--- config.mk ---
export PLATFORM = sky130hd
export DESIGN_NAME = quad_filter_decoder
export DESIGN_NICKNAME = d
export VERILOG_FILES = /design/src/rtl/quad_filter_decoder.sv
export SDC_FILE = /design/constraint.sdc
export NUM_CORES = 1
export LEC_CHECK = 0
export ABC_AREA = 1
export CORE_MARGIN = 10
export CORE_UTILIZATION = 48
export CTS_CLUSTER_SIZE = 24
export DETAILED_ROUTE_END_ITERATION = 7
export GPL_TIMING_DRIVEN = 0
export HOLD_SLACK_MARGIN = 0.12
export PLACE_DENSITY = 0.68
export SYNTH_ARGS = -nofsm -noshare
export SYNTH_HDL_FRONTEND = slang
export SYNTH_SLANG_ARGS = --single-unit
export TNS_END_PERCENT = 10
--- constraint.sdc ---
create_clock -name clk -period 1.3 [get_ports clk]
set_input_delay 0.26 -clock clk [delete_from_list [all_inputs] [get_ports clk]]
set_output_delay 0.26 -clock clk [all_outputs]
set_load 0.05 [all_outputs]
--- src/rtl/quad_filter_decoder.sv ---
// Rotary encoder front end: per-channel synchroniser and debounce,
// followed by a registered quadrature decoder with step and error pulses.
module quad_filter_decoder #(
    parameter int SYNC_STAGES     = 2,
    parameter int DEBOUNCE_CYCLES = 500
) (
    input  logic       clk,
    input  logic       reset,
    input  logic       a,
    input  logic       b,
    output logic       cw,
    output logic       ccw,
    output logic       err,
    output logic [1:0] state
);

    localparam int CNT_W = $clog2(DEBOUNCE_CYCLES + 1);
    localparam logic [CNT_W-1:0] CNT_LAST = CNT_W'(DEBOUNCE_CYCLES - 1);

    // Channel index 1 is A, index 0 is B, so r_f reads directly as {a,b}.
    logic [1:0][SYNC_STAGES-1:0] r_sync;
    logic [1:0][CNT_W-1:0]       r_cnt;
    logic [1:0]                  r_f;
    logic [1:0]                  r_prev;
    logic                        r_cw;
    logic                        r_ccw;
    logic                        r_err;

    logic [1:0] w_raw;
    logic [1:0] w_s;
    logic       w_cw;
    logic       w_ccw;
    logic       w_err;

    assign w_raw = {a, b};
    assign w_s   = {r_sync[1][SYNC_STAGES-1], r_sync[0][SYNC_STAGES-1]};

    always_ff @(posedge clk or posedge reset) begin
        if (reset) begin
            r_sync <= '1;
            r_cnt  <= '0;
            r_f    <= 2'b11;
        end else begin
            for (int i = 0; i < 2; i++) begin
                r_sync[i] <= {r_sync[i][SYNC_STAGES-2:0], w_raw[i]};
                if (w_s[i] == r_f[i]) begin
                    r_cnt[i] <= '0;
                end else if (r_cnt[i] == CNT_LAST) begin
                    r_f[i]   <= w_s[i];
                    r_cnt[i] <= '0;
                end else begin
                    r_cnt[i] <= r_cnt[i] + CNT_W'(1);
                end
            end
        end
    end

    always_comb begin
        w_cw  = 1'b0;
        w_ccw = 1'b0;
        w_err = 1'b0;
        case ({r_prev, r_f})
            4'b0001, 4'b0111, 4'b1110, 4'b1000: w_cw  = 1'b1;
            4'b0010, 4'b1011, 4'b1101, 4'b0100: w_ccw = 1'b1;
            4'b0011, 4'b1100, 4'b0110, 4'b1001: w_err = 1'b1;
            default: ;
        endcase
    end

    always_ff @(posedge clk or posedge reset) begin
        if (reset) begin
            r_prev <= 2'b11;
            r_cw   <= 1'b0;
            r_ccw  <= 1'b0;
            r_err  <= 1'b0;
        end else begin
            r_prev <= r_f;
            r_cw   <= w_cw;
            r_ccw  <= w_ccw;
            r_err  <= w_err;
        end
    end

    assign cw    = r_cw;
    assign ccw   = r_ccw;
    assign err   = r_err;
    assign state = r_f;

endmodule

; ---- Yosys cells after proc, flatten, opt, wreduce, memory -nomap -nowiden
; Cells that the tools add are included.
[word_totals]
register_bits = 29
inputBits = 4
output_inout_bits = 5
elab_cells = 42
[classes]
n_addsub = 2
n_eq_ne = 16
mux = 7
bitwise_logic = 2
n_reduce_logical = 5
[op_table]
columns = cell, count
row1 = $mux 9, 4
row2 = $eq 4x4->1 const B, 6
row3 = $add 9x1->9 const B, 2
row4 = $eq 9x9->1 const B, 2
row5 = $eq 4x3->1 const B, 3
row6 = $reduce_or 4->1, 3
row7 = $eq 4x2->1 const B, 2
row8 = $eq 4x1->1 const B, 1
row9 = $reduce_and 2->1, 2
row10 = $mux 1, 3
row11 = $eq 1x1->1, 2
row12 = $not 1->1, 2

; ---- Depth between registers and ports, before layout
; Gate-level depths: netlist of run 1.
[depth]
depth_word = 3
ltp_mapped = 6
depth_no_buf = 6

; ---- Least setup slack after synthesis of run 1
; OpenSTA, ideal clock, no wires.
[synth_timing]
path_type = register to register
start = register r_f[0] (netlist: state[0])
end = register r_cnt[7] (netlist bit)
setup_time_ns = 0.073
arrival_ns = 1.205
required_ns = 1.227
slack_ns = 0.022
stages_incl_launch_ff = 4
n_path_buf = 0
synth_period_minus_slack_ns = 1.278
path_cell_list = dfstp_2 -> xor2_2 -> nand2_2 -> a21oi_2
[synth_via]
elab_chain_len = 2
[synth_lines]
columns = element, line
row1 = start: declaration, 23  ; logic [1:0] r_f;
row2 = start signal: indexed assignment, 49  ; r_f[i] <= w_s[i];
row3 = $eq 1x1->1, 46  ; if (w_s[i] == r_f[i]) begin
row4 = $mux 9, 46
row5 = end signal: indexed assignment, 52  ; r_cnt[i] <= r_cnt[i] + CNT_W'(1);
row6 = end: declaration, 22  ; logic [1:0][CNT_W-1:0] r_cnt;
; No other way between the ends.
; A chain may end at the register's enable or synchronous reset.

; ---- Worst setup path in the final report of run 1
[layout_timing]
start = register r_f[0] (netlist: state[0])
end = output state[0]
[layout_rtl]
columns = element, line
row1 = end: declaration, 14  ; output logic [1:0] state
; No word-level cell between the ends.

==> results of run 1 <==
[per-layer routing]
| metal | GRT usage | up-vias | share of wire |
|---|---|---|---|
| met2 | 0.1312 | 20 | 0.44 |
| met5 | 0 | - | 0 |
| li1 | - | 491 | - |
| met1 | 0.1122 | 444 | 0.47 |
| met3 | 0.04354 | 7 | 0.064 |
| met4 | 0.06452 | 0 | 0.031 |
[flip-flops by register name (all words and copies together), names as in the netlist]
name    flops
r_sync      4
ccw         1
err         1
cw          1
state       2
r_prev      2
r_cnt      18
[Yosys cell counts]
cell / n / share of area
a21oi_1: 7 / 0.027
a21oi_2: 1 / 0.0067
dfrtp_1: 21 / 0.40
dfstp_2: 8 / 0.16
ha_1: 2 / 0.019
inv_1: 19 / 0.054
inv_2: 1 / 0.0029
nand2_1: 27 / 0.077
nand2_2: 2 / 0.0095
nand3_1: 16 / 0.061
nor2_1: 28 / 0.080
nor2_2: 2 / 0.0095
nor3b_2: 1 / 0.0095
xnor2_1: 6 / 0.040
xor2_1: 3 / 0.020
xor2_2: 2 / 0.025
[layout by cell type (no fill, tap or decap), drive strengths merged, types with 6 or more instances in the layout]
| cell | count |
|---|---|
| a21oi | 8 |
| buf | 9 |
| clkbuf | 8 |
| dfrtp | 21 |
| dfstp | 8 |
| inv | 19 |
| nand2 | 29 |
| nand3 | 16 |
| nor2 | 30 |
| xnor2 | 6 |
[how the worst min path moves through the flow]
stage                                    from             endpoint
after detailed placement  r_sync[2]$_DFF_PP1_  r_sync[3]$_DFF_PP1_
final                                       b  r_sync[0]$_DFF_PP1_
after CTS                                   b  r_sync[0]$_DFF_PP1_
after global placement    r_sync[0]$_DFF_PP1_  r_sync[1]$_DFF_PP1_
after global routing                        b  r_sync[0]$_DFF_PP1_
after floorplan                             b  r_sync[0]$_DFF_PP1_
[logic make-up (layout without fill, tap and decap cells)]
group           after synthesis  count (layout)  synth area share
flops                        29              29            0.5595
compound gates                8               8           0.03330
buf+inv                      20              43           0.05709
fa+ha+maj                     2               2           0.01903
xor+xnor                     11              11           0.08468
simple gates                 76              76            0.2464
[worst register-to-register path, cell delays in order, from the launching register on]
cell and delay, ns:
dfstp_2 0.62, buf_12 0.13, xor2_4 0.22, nand2_2 0.12
a21oi_2 0.12
[final cells by class]
class / instances / area share
inverter: 20 / 0.04941
multi-input combinational: 97 / 0.3357
timing repair buffer: 15 / 0.09961
clock buffer: 8 / 0.03059
tap: 30 / 0.02353
sequential: 29 / 0.4612
[stage by stage]
| step | TNS, ns | instance area (sq um) | utilization |
|---|---|---|---|
| 5_1_grt | -0.3619 | 1595 | 0.6268 |
| 3_3_place_gp | -6.995 | 1433 | 0.5629 |
| 2_1_floorplan | 0 | 1315 | - |
| 3_5_place_dp | -7.383 | 1433 | 0.5629 |
| 4_1_cts | -0.2195 | 1500 | 0.5895 |
| 6_report | -0.1092 | 1595 | 0.6268 |
[power groups by stage]
stage | combinational [mW] | sequential (mW) | clock [mW]
floorplan | 0.0593 | 0.959 | 0
global placement | 0.0796 | 0.961 | 0
detailed placement | 0.0811 | 0.962 | 0
CTS | 0.0832 | 0.946 | 0.524
global route | 0.105 | 0.951 | 0.557
finish | 0.0912 | 0.948 | 0.503
[what timing repair did]
action                                  CTS  global route
gates resized for setup                  27             7
hold buffers                              0             0
endpoints found under the setup margin   10            42
buffers inserted                          0             7
==> flow_metrics.tcl, run 1 <==
set metrics [dict create \
    cts-htree-levels 2 \
    arrival_ns 1.11 \
    dr.pass1.iters 4 \
    internal_power_mw 1.184 \
    finalPower_mw 1.541 \
    initial_core_util 0.5167 \
    grt_pass1_wl_microns 3864 \
    hold_depth 1 \
    grt.total_usage 0.09420 \
    cts_max_path_buffers 2 \
    multi_input_area_sq_um 535.5 \
    worstMarginPinSlew_ns 0.5952 \
    r2r.worst_path.cells 4 \
    fin_crit_sh 1.056 \
    crit_buf_inv 1 \
    yosysSeqAreaShare 0.5595 \
    worstReg2RegEnd "r_cnt[7]$_DFF_PP0_" \
    r2r_start "state[0]$_DFFE_PP1P_" \
    synthCells 146 \
    cts_sinks 29 \
    fin_cells 199 \
    powerDensity_nw_per_um2 966.2 \
    cpPeakStageDelay_ns 0.62 \
    cts_root_buf "clkbuf_4" \
    finalSetupViolations 2 \
    regArea_sq_um 735.7 \
    path_depth 1 \
    maxCapViolCount 0 \
    path_delay_family "flip-flops" \
    crit_chain "buf_8" \
    dp_hpwl_microns 1541 \
    core_area_sq_um 2545 \
    fin_worst_skew_ns 0.006619 \
    p_comb_frac 0.059 \
    synth.distinct_cells 16 \
    fp.dieH_microns 72.34 \
    areaGrowthSynthToFinish_pct 21.31 \
    endpoint_kind "output port" \
    fin_crit_ns 1.373 \
    ys_ff_latch 29 \
    crit_fanout 5 \
    maxSlewHeadroom 0.6023 \
    grt_max_degree 30 \
    endpoint "state[0]" \
    wl_per_cell_microns 11.60 \
    startpoint "state[0]$_DFFE_PP1P_" \
    synth_area_sq_um 1315 \
    p_leak_nw 0.7397 \
    fin_ws_ns -0.07291 \
    dp_slack_ns -0.3900 \
    grt_pass1_vias 923 \
    rsz0062_at_grt "true" \
    syn_nets 152 \
    insertion_delay_ns 0.33 \
    pwr-share-seq 0.615 \
    power.switching_mw 0.3578 \
    antenna_found_initial 0 \
    cp-start-kind "flop" \
    crit_slowest_cell "dfstp_2" \
    clk_pin_slew_ns 0.08 \
    status "finished with violations" \
    p_sw_frac 0.2321 \
    vias 962 \
    drt-total-wl_microns 2309 \
    cts_tree "yes" \
    whs_ns 0.3301 \
    worstSetupPathType "flop to output port" \
    final_max_slew_viol_count 0 \
    pin_count 9 \
    place.port_buffers 8 \
    cts_made_buffers 5 \
    violations "negative setup slack" \
    vdd_drop_max_v 0.0008218 \
    via_per_inst 4.834 \
    fill_cells 206 \
    clock.fmax_ghz 0.7284 \
    nets 174 \
    dp.cells 184 \
    syn_area_per_cell_sq_um 9.007 \
    fp-row-count 18 \
    hold_viol_final 0 \
    die_w_microns 72.34 \
    ff2ff_setup_slack_ns 0.03 \
    drt_iter0_drc 47 \
    drive_gt1_frac 0.2426 \
    yosysWarnings 0 \
    diodes 0 \
    ant_nets 0 \
    gp_congestion 0.8602 \
    grt_remaining_overflow 0 \
    clock_power_share 0.326 \
    drc 0 \
    min_path_type "input pin to flop" \
    cp.required_ns 1.04 \
    die_area_sq_um 5233 \
]
(Power assumes the default switching activity.)
==> inputs of run 2 (changes only) <==
==> constraint.sdc (replaced) <==
create_clock -name clk -period 1.3 [get_ports clk]
set_input_delay 0.26 -clock clk [delete_from_list [all_inputs] [get_ports clk]]
set_output_delay 0.26 -clock clk [all_outputs]
set_load 0.1 [all_outputs]
==> flow_metrics.tcl, run 2 (same netlist as run 1, synthesis figures left out) <==
set metrics [dict create \
    fin_ws_ns -0.1111 \
    place.port_buffers 8 \
    drive_gt1_frac 0.2485 \
    violations "negative setup slack" \
    largest_reg_flops 18 \
    worstSetupPathType "flop to output port" \
    worstMarginPinSlew_ns 0.6011 \
    dp_hpwl_microns 1605 \
    path_delay_family "flip-flops" \
    wl_per_cell_microns 11.65 \
    grt_pass1_wl_microns 3919 \
    cts-htree-levels 2 \
    place_area_sq_um 1451 \
    rsz0062_at_grt "true" \
    die_w_microns 72.34 \
    dr.pass1.iters 4 \
    fin_cells 195 \
    grt_pass1_vias 875 \
    finalSetupViolations 7 \
    maxCapViolCount 0 \
    r2r_start "state[0]$_DFFE_PP1P_" \
    dp.cells 184 \
    crit_fanout 2 \
    crit_slowest_cell "dfstp_4" \
    p_leak_nw 0.7480 \
    cts_sinks 29 \
    hold_viol_final 0 \
    gp_congestion 0.8144 \
    final_max_slew_viol_count 0 \
    fp-row-count 18 \
    cts_made_buffers 5 \
    insertion_delay_ns 0.33 \
    path_depth 1 \
    final_common_cell "nor2_1" \
    min-delay-start "a" \
    fill_cells 211 \
    endpoint_kind "output port" \
    vias 933 \
    whs_ns 0.3283 \
    top_register "r_cnt" \
    crit_buf_inv 1 \
    grt.total_usage 0.09703 \
    fin_crit_sh 1.085 \
    arrival_ns 1.15 \
    pin_count 9 \
    drc 0 \
    cts_root_buf "clkbuf_4" \
    startpoint "state[1]$_DFFE_PP1P_" \
    maxSlewHeadroom 0.5984 \
    areaGrowthSynthToFinish_pct 23.03 \
    grt_max_degree 30 \
    cp-start-kind "flop" \
    r2r.worst_path.cells 4 \
    drt_iter0_drc 47 \
    grt_remaining_overflow 0 \
    fp.dieH_microns 72.34 \
    initial_core_util 0.5167 \
    cts_max_path_buffers 2 \
    clk_pin_slew_ns 0.09 \
    cp.required_ns 1.04 \
    vdd_drop_max_v 0.0007758 \
    fin_worst_skew_ns 0.001751 \
    final_cell_mix "nor2_1, nand2_1, dfrtp_1" \
    drt-total-wl_microns 2271 \
    hold_depth 1 \
    antenna_found_initial 0 \
    powerDensity_nw_per_um2 1025 \
    core_area_sq_um 2545 \
    cts_tree "yes" \
    crit_chain "buf_12" \
    die_area_sq_um 5233 \
    fin_area_sq_um 1618 \
    status "finished with violations" \
    fin_crit_ns 1.411 \
    min_path_type "input pin to flop" \
    via_per_inst 4.785 \
    cpPeakStageDelay_ns 0.65 \
    nets 170 \
    ant_nets 0 \
    top_regs "r_cnt (18), r_sync (4)" \
    clock.fmax_ghz 0.7087 \
    diodes 0 \
]
==> run 2: changes by cell type in the layout (fill, tap and decap cells not counted), sizes merged <==
cell	previous run	this run
clkdlybuf4s15	3	0
buf	9	8
clkinv	0	1
clkbuf	8	7
==> run 2: final cells by class <==
type	instances	area, sq um	area share
clock buffer	7	65.06	0.04022
clock inverter	1	5.005	0.003094
inverter	20	78.83	0.04872
multi-input combinational	97	565.5	0.3496
sequential	29	743.2	0.4594
tap	30	37.54	0.02320
timing repair buffer	11	122.6	0.07579
==> run 2: stage by stage <==
stage	TNS (ns)	power, mW	utilization	worst slack, ns
2_1_floorplan	-0.02098	1.020	-	-0.02098
3_3_place_gp	-8.710	1.043	0.5703	-0.7682
3_5_place_dp	-9.247	1.048	0.5703	-0.7702
4_1_cts	-0.4597	1.679	0.6150	-0.1140
5_1_grt	-1.059	1.757	0.6357	-0.1501
6_report	-0.2906	1.658	0.6357	-0.1111
==> run 2: metal layers <==
layer	up-vias	track usage	share of wire	wire length, microns
met5	-	0	0	0
met4	0	0.05806	0.023	53
met3	6	0.05442	0.060	137
met2	16	0.1283	0.43	968
met1	431	0.1187	0.49	1112
li1	480	-	-	-
==> run 2: what timing repair did <==
item,CTS,global route
hold buffers,0,0
buffers inserted,2,1
gates resized for setup,38,12
pin swaps,1,3
hold endpoints to repair,0,0
setup endpoints to repair,9,43
gates cloned,0,0
==> run 2: path summary, 6_finish.rpt <==
path / end / slack, ns
hold reg to reg: r_sync[3]$_DFF_PP1_ / 0.36
setup reg to reg: r_cnt[3]$_DFF_PP0_ / -0.03
max in group asynchronous: r_prev[0]$_DFF_PP1_ / 0.58
setup / recovery: state[1] / -0.11
hold / removal: r_sync[2]$_DFF_PP1_ / 0.33
min in group asynchronous: err$_DFF_PP0_ / 0.35
==> run 2: where the power goes <==
part	switching (mW)	total, mW	leakage [nW]	internal [mW]
clock	0.303	0.616	0.0413	0.313
combinational	0.0527	0.0911	0.333	0.0384
sequential	0.0219	0.950	0.374	0.928
